[src/rtl/fft_frame_sequencer.sv]
// Serial 8-sample collector -> FFT core start/wait -> serial bin drain; FFT_SEQ_OVERLAP_EN adds a ping-pong input bank.
// fft_enable 1 cycle after the 8th sample, first bin 1 cycle after fft_finish; bins hold under !m_ready, s_ready drops with no free bank.
module fft_frame_sequencer #(
  parameter int N_PTS   = 8,
  parameter int DATA_W  = 12,
  parameter int TIMEOUT = 32
) (
  input  logic                    CLK,
  input  logic                    nRESET,
  input  logic                    s_valid,
  output logic                    s_ready,
  input  logic [DATA_W-1:0]       s_data,
  output logic                    fft_enable,
  output logic [N_PTS*DATA_W-1:0] fft_time,
  input  logic                    fft_finish,
  input  logic [N_PTS*DATA_W-1:0] fft_re,
  input  logic [N_PTS*DATA_W-1:0] fft_im,
  output logic                    m_valid,
  input  logic                    m_ready,
  output logic [DATA_W-1:0]       m_re,
  output logic [DATA_W-1:0]       m_im,
  output logic [2:0]              m_index,
  output logic                    m_last,
  output logic                    busy,
  output logic                    timeout_err
);

  localparam int CNT_W  = $clog2(N_PTS) + 1;
  localparam int WCNT_W = $clog2(TIMEOUT + 1);
`ifdef FFT_SEQ_OVERLAP_EN
  localparam int NBANK = 2;
`else
  localparam int NBANK = 1;
`endif

  typedef enum logic [1:0] {S_COLLECT, S_START, S_WAIT, S_DRAIN} state_t;

  state_t                    state_q, state_d;
  logic [CNT_W-1:0]          count_q, count_d, cnt_inc;
  logic [WCNT_W-1:0]         wait_q, wait_d;
  logic [2:0]                j_q, j_d;
  logic                      tmo_q, tmo_d;
  logic [N_PTS*DATA_W-1:0]   re_q, re_d, im_q, im_d;
  logic [N_PTS*DATA_W-1:0]   bank_q [NBANK];
  logic [N_PTS*DATA_W-1:0]   bank_d [NBANK];
  logic                      fill_sel, xform_sel;
  logic                      s_hs, m_hs;

`ifdef FFT_SEQ_OVERLAP_EN
  logic fill_sel_q, fill_sel_d, xform_sel_q, xform_sel_d;
  assign fill_sel  = fill_sel_q;
  assign xform_sel = xform_sel_q;
  // The idle bank keeps filling while the other is transformed; stall only when it is full.
  assign s_ready   = (state_q == S_COLLECT) || (count_q != CNT_W'(N_PTS));
`else
  assign fill_sel  = 1'b0;
  assign xform_sel = 1'b0;
  assign s_ready   = (state_q == S_COLLECT);
`endif

  assign s_hs        = s_valid && s_ready;
  assign m_valid     = (state_q == S_DRAIN);
  assign m_hs        = m_valid && m_ready;
  assign fft_enable  = (state_q == S_START);
  assign m_re        = re_q[int'(j_q)*DATA_W +: DATA_W];
  assign m_im        = im_q[int'(j_q)*DATA_W +: DATA_W];
  assign m_index     = j_q;
  assign m_last      = m_valid && (j_q == 3'(N_PTS - 1));
  assign busy        = !((state_q == S_COLLECT) && (count_q == '0));
  assign timeout_err = tmo_q;
  assign cnt_inc     = count_q + CNT_W'(s_hs);

  always_comb begin
    fft_time = '0;
    for (int b = 0; b < NBANK; b++)
      if (b == int'(xform_sel)) fft_time = bank_q[b];
  end

  always_comb begin
    state_d = state_q;
    count_d = cnt_inc;
    wait_d  = wait_q;
    j_d     = j_q;
    tmo_d   = tmo_q;
    re_d    = re_q;
    im_d    = im_q;
    bank_d  = bank_q;
`ifdef FFT_SEQ_OVERLAP_EN
    fill_sel_d  = fill_sel_q;
    xform_sel_d = xform_sel_q;
`endif
    for (int b = 0; b < NBANK; b++)
      for (int k = 0; k < N_PTS; k++)
        if (s_hs && b == int'(fill_sel) && k == int'(count_q))
          bank_d[b][k*DATA_W +: DATA_W] = s_data;

    case (state_q)
      S_COLLECT: begin
        if (cnt_inc == CNT_W'(N_PTS)) begin
          state_d = S_START;
          count_d = '0;
        end
      end
      S_START: begin
        wait_d  = '0;
        state_d = S_WAIT;
      end
      S_WAIT: begin
        wait_d = wait_q + WCNT_W'(1);
        // A finish arriving on the last allowed cycle still wins over the timeout.
        if (fft_finish) begin
          re_d    = fft_re;
          im_d    = fft_im;
          state_d = S_DRAIN;
        end else if (wait_q == WCNT_W'(TIMEOUT - 1)) begin
          tmo_d   = 1'b1;
          count_d = '0;
          state_d = S_COLLECT;
        end
      end
      S_DRAIN: begin
        if (m_hs) begin
          j_d = j_q + 3'd1;
          if (j_q == 3'(N_PTS - 1)) begin
            j_d = '0;
            if (cnt_inc == CNT_W'(N_PTS)) begin
              count_d = '0;
              state_d = S_START;
            end else begin
              state_d = S_COLLECT;
            end
          end
        end
      end
      default: state_d = S_COLLECT;
    endcase

`ifdef FFT_SEQ_OVERLAP_EN
    if (state_q != S_START && state_d == S_START) begin
      xform_sel_d = fill_sel_q;
      fill_sel_d  = ~fill_sel_q;
    end
`endif
  end

  always_ff @(posedge CLK or negedge nRESET) begin
    if (!nRESET) begin
      state_q <= S_COLLECT;
      count_q <= '0;
      wait_q  <= '0;
      j_q     <= '0;
      tmo_q   <= 1'b0;
      re_q    <= '0;
      im_q    <= '0;
      bank_q  <= '{default: '0};
    end else begin
      state_q <= state_d;
      count_q <= count_d;
      wait_q  <= wait_d;
      j_q     <= j_d;
      tmo_q   <= tmo_d;
      re_q    <= re_d;
      im_q    <= im_d;
      bank_q  <= bank_d;
    end
  end

`ifdef FFT_SEQ_OVERLAP_EN
  always_ff @(posedge CLK or negedge nRESET) begin
    if (!nRESET) begin
      fill_sel_q  <= 1'b0;
      xform_sel_q <= 1'b0;
    end else begin
      fill_sel_q  <= fill_sel_d;
      xform_sel_q <= xform_sel_d;
    end
  end
`endif

endmodule

[config.mk]
export PLATFORM = sky130hd
export DESIGN_NAME = fft_frame_sequencer
export DESIGN_NICKNAME = d
export VERILOG_FILES = /design/src/rtl/fft_frame_sequencer.sv
export SDC_FILE = /design/constraint.sdc
export NUM_CORES = 1
export LEC_CHECK = 0
export BUFFER_PORTS_ARGS = -buffer_cell sky130_fd_sc_hd__buf_2
export CAP_MARGIN = 20
export CORE_ASPECT_RATIO = 1.1
export CORE_MARGIN = 5
export CORE_UTILIZATION = 25
export DETAILED_ROUTE_END_ITERATION = 12
export RECOVER_POWER = 50
export SETUP_SLACK_MARGIN = 0.4
export SLEW_MARGIN = 20
export SYNTH_ARGS = -nofsm -noshare
export SYNTH_HDL_FRONTEND = slang
export SYNTH_SLANG_ARGS = --single-unit
[constraint.sdc]
create_clock -name CLK -period 7.6 [get_ports CLK]
set_clock_uncertainty 0.05 [all_clocks]
set_input_delay 0.76 -clock CLK [delete_from_list [all_inputs] [get_ports CLK]]
set_output_delay 0.76 -clock CLK [all_outputs]
set_load 0.02 [all_outputs]
==> impl_metrics.yaml, run 1 <==
outcome:
  run_status: "complete, but fails checks"
  violations: "capacitance limit, slew limit"
clock_network:
  clock-sinks: 304
  ctsHoldBuffers: 0
  path_clk_slew_ns: 0.06
  cts_tree: "done"
  root_buffer: "clkbuf_16"
  cts-resized-gates: 0
  numCtsBuffers: 37
  cts_max_level: 2
  clk_path_buf_depth: 3
  insertion_delay_ns: 0.53
  cts_setup_buffers: 0
sta:
  rsz0062_at_grt: "false"
  totalNegativeSetupSlack_ns: 0
  setup_viol: 0
  relSlewSlack: -1.709
  maxSlewViolCount: 221
  worst_pin_slew_ns: 4.064
  period_share: 0.6097
  finalWorstSetupSlack_ns: 2.967
  fin_crit_ns: 4.633
  fmax_mhz: 215.8
  hold_viol_final: 0
flow_run:
  maxCapViolCount: 3
worst_hold_path:
  min_path_type: "input pin to asynchronous set/reset pin"
synth:
  synth_seq_area_share: 0.5803
  synth-seq-cells: 304
  synth_warnings: 0
  synth_cell_type_count: 44
  syn_inst: 802
  ys_top_cells_by_count: "dfrtp_1 (304), mux2_2 (304), mux4_2 (48), buf_2 (34)"
  async_flop_share: 1.000
  yosys_most_used_dff: "dfrtp_1"
  synth_top_area_frac: 0.5803
  synth_edf_count: 0
  synth_area_leaders: "dfrtp_1 (58%), mux2_2 (26%), mux4_2 (8.2%), buf_2 (1.3%), mux2_4 (1.1%)"
  syn_nets: 1021
  synth_area_sq_mm: 0.01311
  syn_area_per_cell_sq_um: 16.35
  synth_area_leader_cell: "dfrtp_1"
worst_setup_path:
  arrival_ns: 4.28
  cp_cell_sequence: "buf_8 > clkbuf_1"
  worst-r2r-cell-count: 10
  cp.depth: 2
  crit_type: "input pin to asynchronous set/reset pin"
  critPathMaxStageDelay_ns: 2.89
  crit_family: "buffers and inverters"
  end_kind: "asynchronous set/reset pin"
  path_buf_inv: 2
  crit_path_top_delay_cell: "clkbuf_1"
  cp_max_fo: 89
  critical_path_required_ns: 7.25
  crit_path_start_kind: "input pin"
global_routing:
  grt.overflow.total: 0
  grtUsageMet3: 0.05532
  busiest_layer: "met2"
  grt_pass1_wl_microns: 56420
  grtUsageMet2: 0.1978
  track_usage: 0.1273
  grt_max_degree: 193
  grt_pass1_vias: 8878
  use_met1: 0.1606
  grt_antenna_before_repair: 30
drt:
  dr.pass1.iters: 4
  first_iter_violations: 275
  drc_errors: 0
  routed-via-count: 8219
  wl_microns: 37010
  ant_nets: 0
  via_per_inst: 4.431
  routedWlPerCell_microns: 19.95
power_and_ir_drop:
  leakage_nw: 7.460
  p_per_area_mw_per_mm2: 430.1
  vdd_drop_max_mv: 0.2994
final_layout:
  fill_cells: 5244
  seq_area_sq_mm: 0.007612
  multi_input_area_sq_mm: 0.005244
  drive_gt1_frac: 0.5834
  num-nets-final: 1361
  fin_util: 0.3205
  area_delta_synth_final_pct: 27.61
  design_area_sq_mm: 0.01673
floorplanning:
  die-area_sq_mm: 0.05712
  io_pins: 338
  die_h_microns: 250.2
  start_util: 0.2512
  die_x_microns: 228.3
  fp.coreArea_sq_mm: 0.05219
  num_rows: 88
place:
  gp_congestion: 0.7921
  dp_worst_setup_slack_ns: 4.301
  port_buffers: 337
  postPlaceCellArea_sq_mm: 0.01553
  hpwl_microns: 26720
==> cell usage in the layout, fill, tap and decap left out, drive strengths merged, types with 2 or more instances in the layout <==
cell        n
a21o        2
a21oi       2
and2        5
buf       248
bufinv      5
clkbuf    150
clkinv      6
clkinvlp    4
dfrtp     304
diode      11
ha         10
inv        11
mux2      314
mux2i       2
mux4       48
nand2       9
nand3       7
nand3b      4
nor2        4
nor2b       2
nor3        4
nor3b       4
nor4        2
o21ai       5
o22ai       4
==> kinds of logic after synthesis <==
| logic type | share of synthesized area |
|---|---|
| xor+xnor | 0.0006683 |
| compound gates | 0.008686 |
| mux | 0.3566 |
| buf+inv | 0.02052 |
| flops | 0.5803 |
| fa+ha+maj | 0.009545 |
| simple gates | 0.02367 |
==> worst paths after layout <==
| path | slack (ns) | from | end |
|---|---|---|---|
| setup / recovery | 2.97 | nRESET | im_q[87] |
| hold / removal | 0.18 | nRESET | fft_time[84] |
| setup reg to reg | 4.67 | state_q[1] | state_q[0] |
| hold reg to reg | 0.42 | timeout_err | timeout_err |
| max in group CLK | 3.83 | m_index[0] | m_re[9] |
| min in group CLK | 0.39 | fft_im[33] | im_q[33] |
==> stage by stage <==
| stage | instances | hold slack, ns | total power, W |
|---|---|---|---|
| 2_1_floorplan | 802 | 0.4144 | 0.004552 |
| 5_1_grt | 1852 | 0.2087 | 0.007642 |
| 4_1_cts | 1844 | 0.1781 | 0.007365 |
| 3_5_place_dp | 1778 | 0.4031 | 0.005425 |
| 6_report | 1855 | 0.1810 | 0.007194 |
| 3_3_place_gp | 1778 | 0.4119 | 0.005355 |
==> layout make-up <==
class,instances,area share
Antenna cell,11,0.001645
Timing Repair Buffer,348,0.09918
Sequential cell,304,0.4550
Multi-Input combinational cell,441,0.3135
Clock inverter,16,0.01354
Clock buffer,50,0.06440
Inverter,10,0.002244
Tap cell,675,0.05049
==> report_power, final <==
part	total [W]	internal (W)	switching (W)	leakage [nW]
Clock	0.00188	0.00117	0.000709	0.629
Combinational	0.00257	0.00137	0.00120	3.05
Sequential	0.00275	0.00230	0.000448	3.78
==> registers in the layout, indices dropped and copies added, names as in the netlist <==
signal       flops
state_q          2
wait_q           6
fft_time        96
timeout_err      1
im_q            96
re_q            96
m_index          3
count_q          4
==> layer usage <==
metal	share of wire	wire length, microns
met1	0.43	15770
met2	0.46	16910
met5	0.0039	146
met4	0.025	924
met3	0.088	3261
No activity file was read; power rests on OpenSTA's default activity.
==> run 2: changes to the inputs <==
==> constraint.sdc (replaced) <==
create_clock -name CLK -period 4.59 [get_ports CLK]
set_clock_uncertainty 0.05 [all_clocks]
set_input_delay 0.459 -clock CLK [delete_from_list [all_inputs] [get_ports CLK]]
set_output_delay 0.459 -clock CLK [all_outputs]
set_load 0.02 [all_outputs]
==> impl_metrics.yaml, run 2 (synthesis results as in run 1) <==
outcome:
  run_status: "complete, but fails checks"
  violations: "capacitance limit, slew limit"
floorplanning:
  start_util: 0.2512
  fp.coreArea_sq_mm: 0.05219
  die_x_microns: 228.3
  die_h_microns: 250.2
  num_rows: 88
  die-area_sq_mm: 0.05712
  io_pins: 338
global_routing:
  grt_pass1_wl_microns: 55460
  grt_pass1_vias: 9046
  track_usage: 0.1241
  grt_max_degree: 123
  grt.overflow.total: 0
  grt_antenna_before_repair: 22
power_and_ir_drop:
  vdd_drop_max_mv: 0.3878
  p_per_area_mw_per_mm2: 703.7
  leakage_nw: 7.609
  power_w: 0.01178
drt:
  wl_microns: 36130
  routed-via-count: 8318
  drc_errors: 0
  routedWlPerCell_microns: 19.52
  first_iter_violations: 268
  ant_nets: 0
  dr.pass1.iters: 4
  via_per_inst: 4.494
sta:
  whs_ns: 0.09306
  totalNegativeSetupSlack_ns: 0
  maxSlewViolCount: 121
  hold_viol_final: 0
  fin_crit_ns: 3.446
  fmax_mhz: 290.2
  rsz0062_at_grt: "false"
  worst_pin_slew_ns: 3.212
  relSlewSlack: -1.142
  setup_viol: 0
  period_share: 0.7508
place:
  port_buffers: 337
  hpwl_microns: 25940
  gp_congestion: 0.7884
clock_network:
  cts_tree: "done"
  clock-sinks: 304
  numCtsBuffers: 37
  path_clk_slew_ns: 0.06
  cts_max_level: 2
  cts_setup_buffers: 0
  root_buffer: "clkbuf_16"
  cts-resized-gates: 0
  insertion_delay_ns: 0.53
  ctsHoldBuffers: 0
  clk_path_buf_depth: 3
worst_setup_path:
  critical_path_required_ns: 4.08
  critPathMaxStageDelay_ns: 1.03
  crit_path_top_delay_cell: "dfrtp_4"
  arrival_ns: 2.94
  cp_max_fo: 43
  end_kind: "output port"
  cp_cell_sequence: "buf_4 > mux4_2 > mux2_2 > buf_2"
  crit_type: "flip-flop to output port"
  crit_path_start_kind: "flip-flop"
final_layout:
  num-nets-final: 1361
  drive_gt1_frac: 0.6173
  final_cell_mix: "mux2_2 (304), dfrtp_1 (302), buf_2 (276)"
  fin_util: 0.3209
  area_delta_synth_final_pct: 27.75
  final_common_cell: "mux2_2"
flow_run:
  maxCapViolCount: 1
worst_hold_path:
  min_path_type: "input pin to flip-flop"
==> run 2: changes by cell type in the layout (fill, tap and decap cells not counted), moves of 2 or more <==
cell	previous run	this run
bufinv_16	5	2
clkinv_2	4	9
diode_2	11	8
buf_2	239	276
buf_12	1	5
clkbuf_1	105	65
clkbuf_2	0	2
nor3b_4	0	2
buf_4	7	5
nor3b_2	2	0
clkinvlp_4	4	1
==> run 2: final timing paths <==
kind / endpoint / cells past startpoint / slack (ns) / from
max: m_re[10] / 4 / 1.14 / m_index[0]
min: im_q[55] / 2 / 0.09 / fft_im[55]
max reg2reg: state_q[1] / 10 / 1.75 / state_q[0]
min reg2reg: timeout_err / 1 / 0.41 / timeout_err
max in group asynchronous: m_index[0] / 1 / 1.27 / nRESET
min in group asynchronous: fft_time[84] / 1 / 0.95 / nRESET
==> run 2: final cells by class <==
cell class,instances,area [sq um]
multi-input combinational,441,5256
clock inverter,14,130.1
clock buffer,51,1091
timing repair buffer,348,1754
fill,5200,35440
sequential,304,7612
antenna,8,20.02
inverter,10,37.54
tap,675,844.6
==> run 2: where the power goes <==
group	internal (W)	leakage (nW)	total, W	switching, W
clock	0.00177	0.609	0.00295	0.00118
combinational	0.00231	3.22	0.00425	0.00194
sequential	0.00381	3.78	0.00458	0.000769
==> run 2: metal layers <==
layer,global-route usage,wire [microns],vias up
li1,-,-,3663
met3,0.04783,2894,69
met5,0,97,-
met2,0.1982,16860,257
met1,0.1551,15360,4313
met4,0.04236,920,16
==> run 2: worst max-delay path, delay by kind of cell, from the launching register on <==
family	cells	cell delay, ns
buffers and inverters	2	0.55
flip-flops	1	1.03
multiplexers	2	0.80
==> run 2: metrics by stage <==
| stage | setup slack (ns) | cell area (sq um) | instances |
|---|---|---|---|
| floorplan | 1.968 | 13110 | 802 |
| CTS | 1.008 | 16810 | 1843 |
| finish | 1.144 | 16750 | 1851 |
| global route | 0.4762 | 16740 | 1847 |
| global placement | 1.647 | 15560 | 1777 |
| detailed placement | 1.619 | 15590 | 1778 |
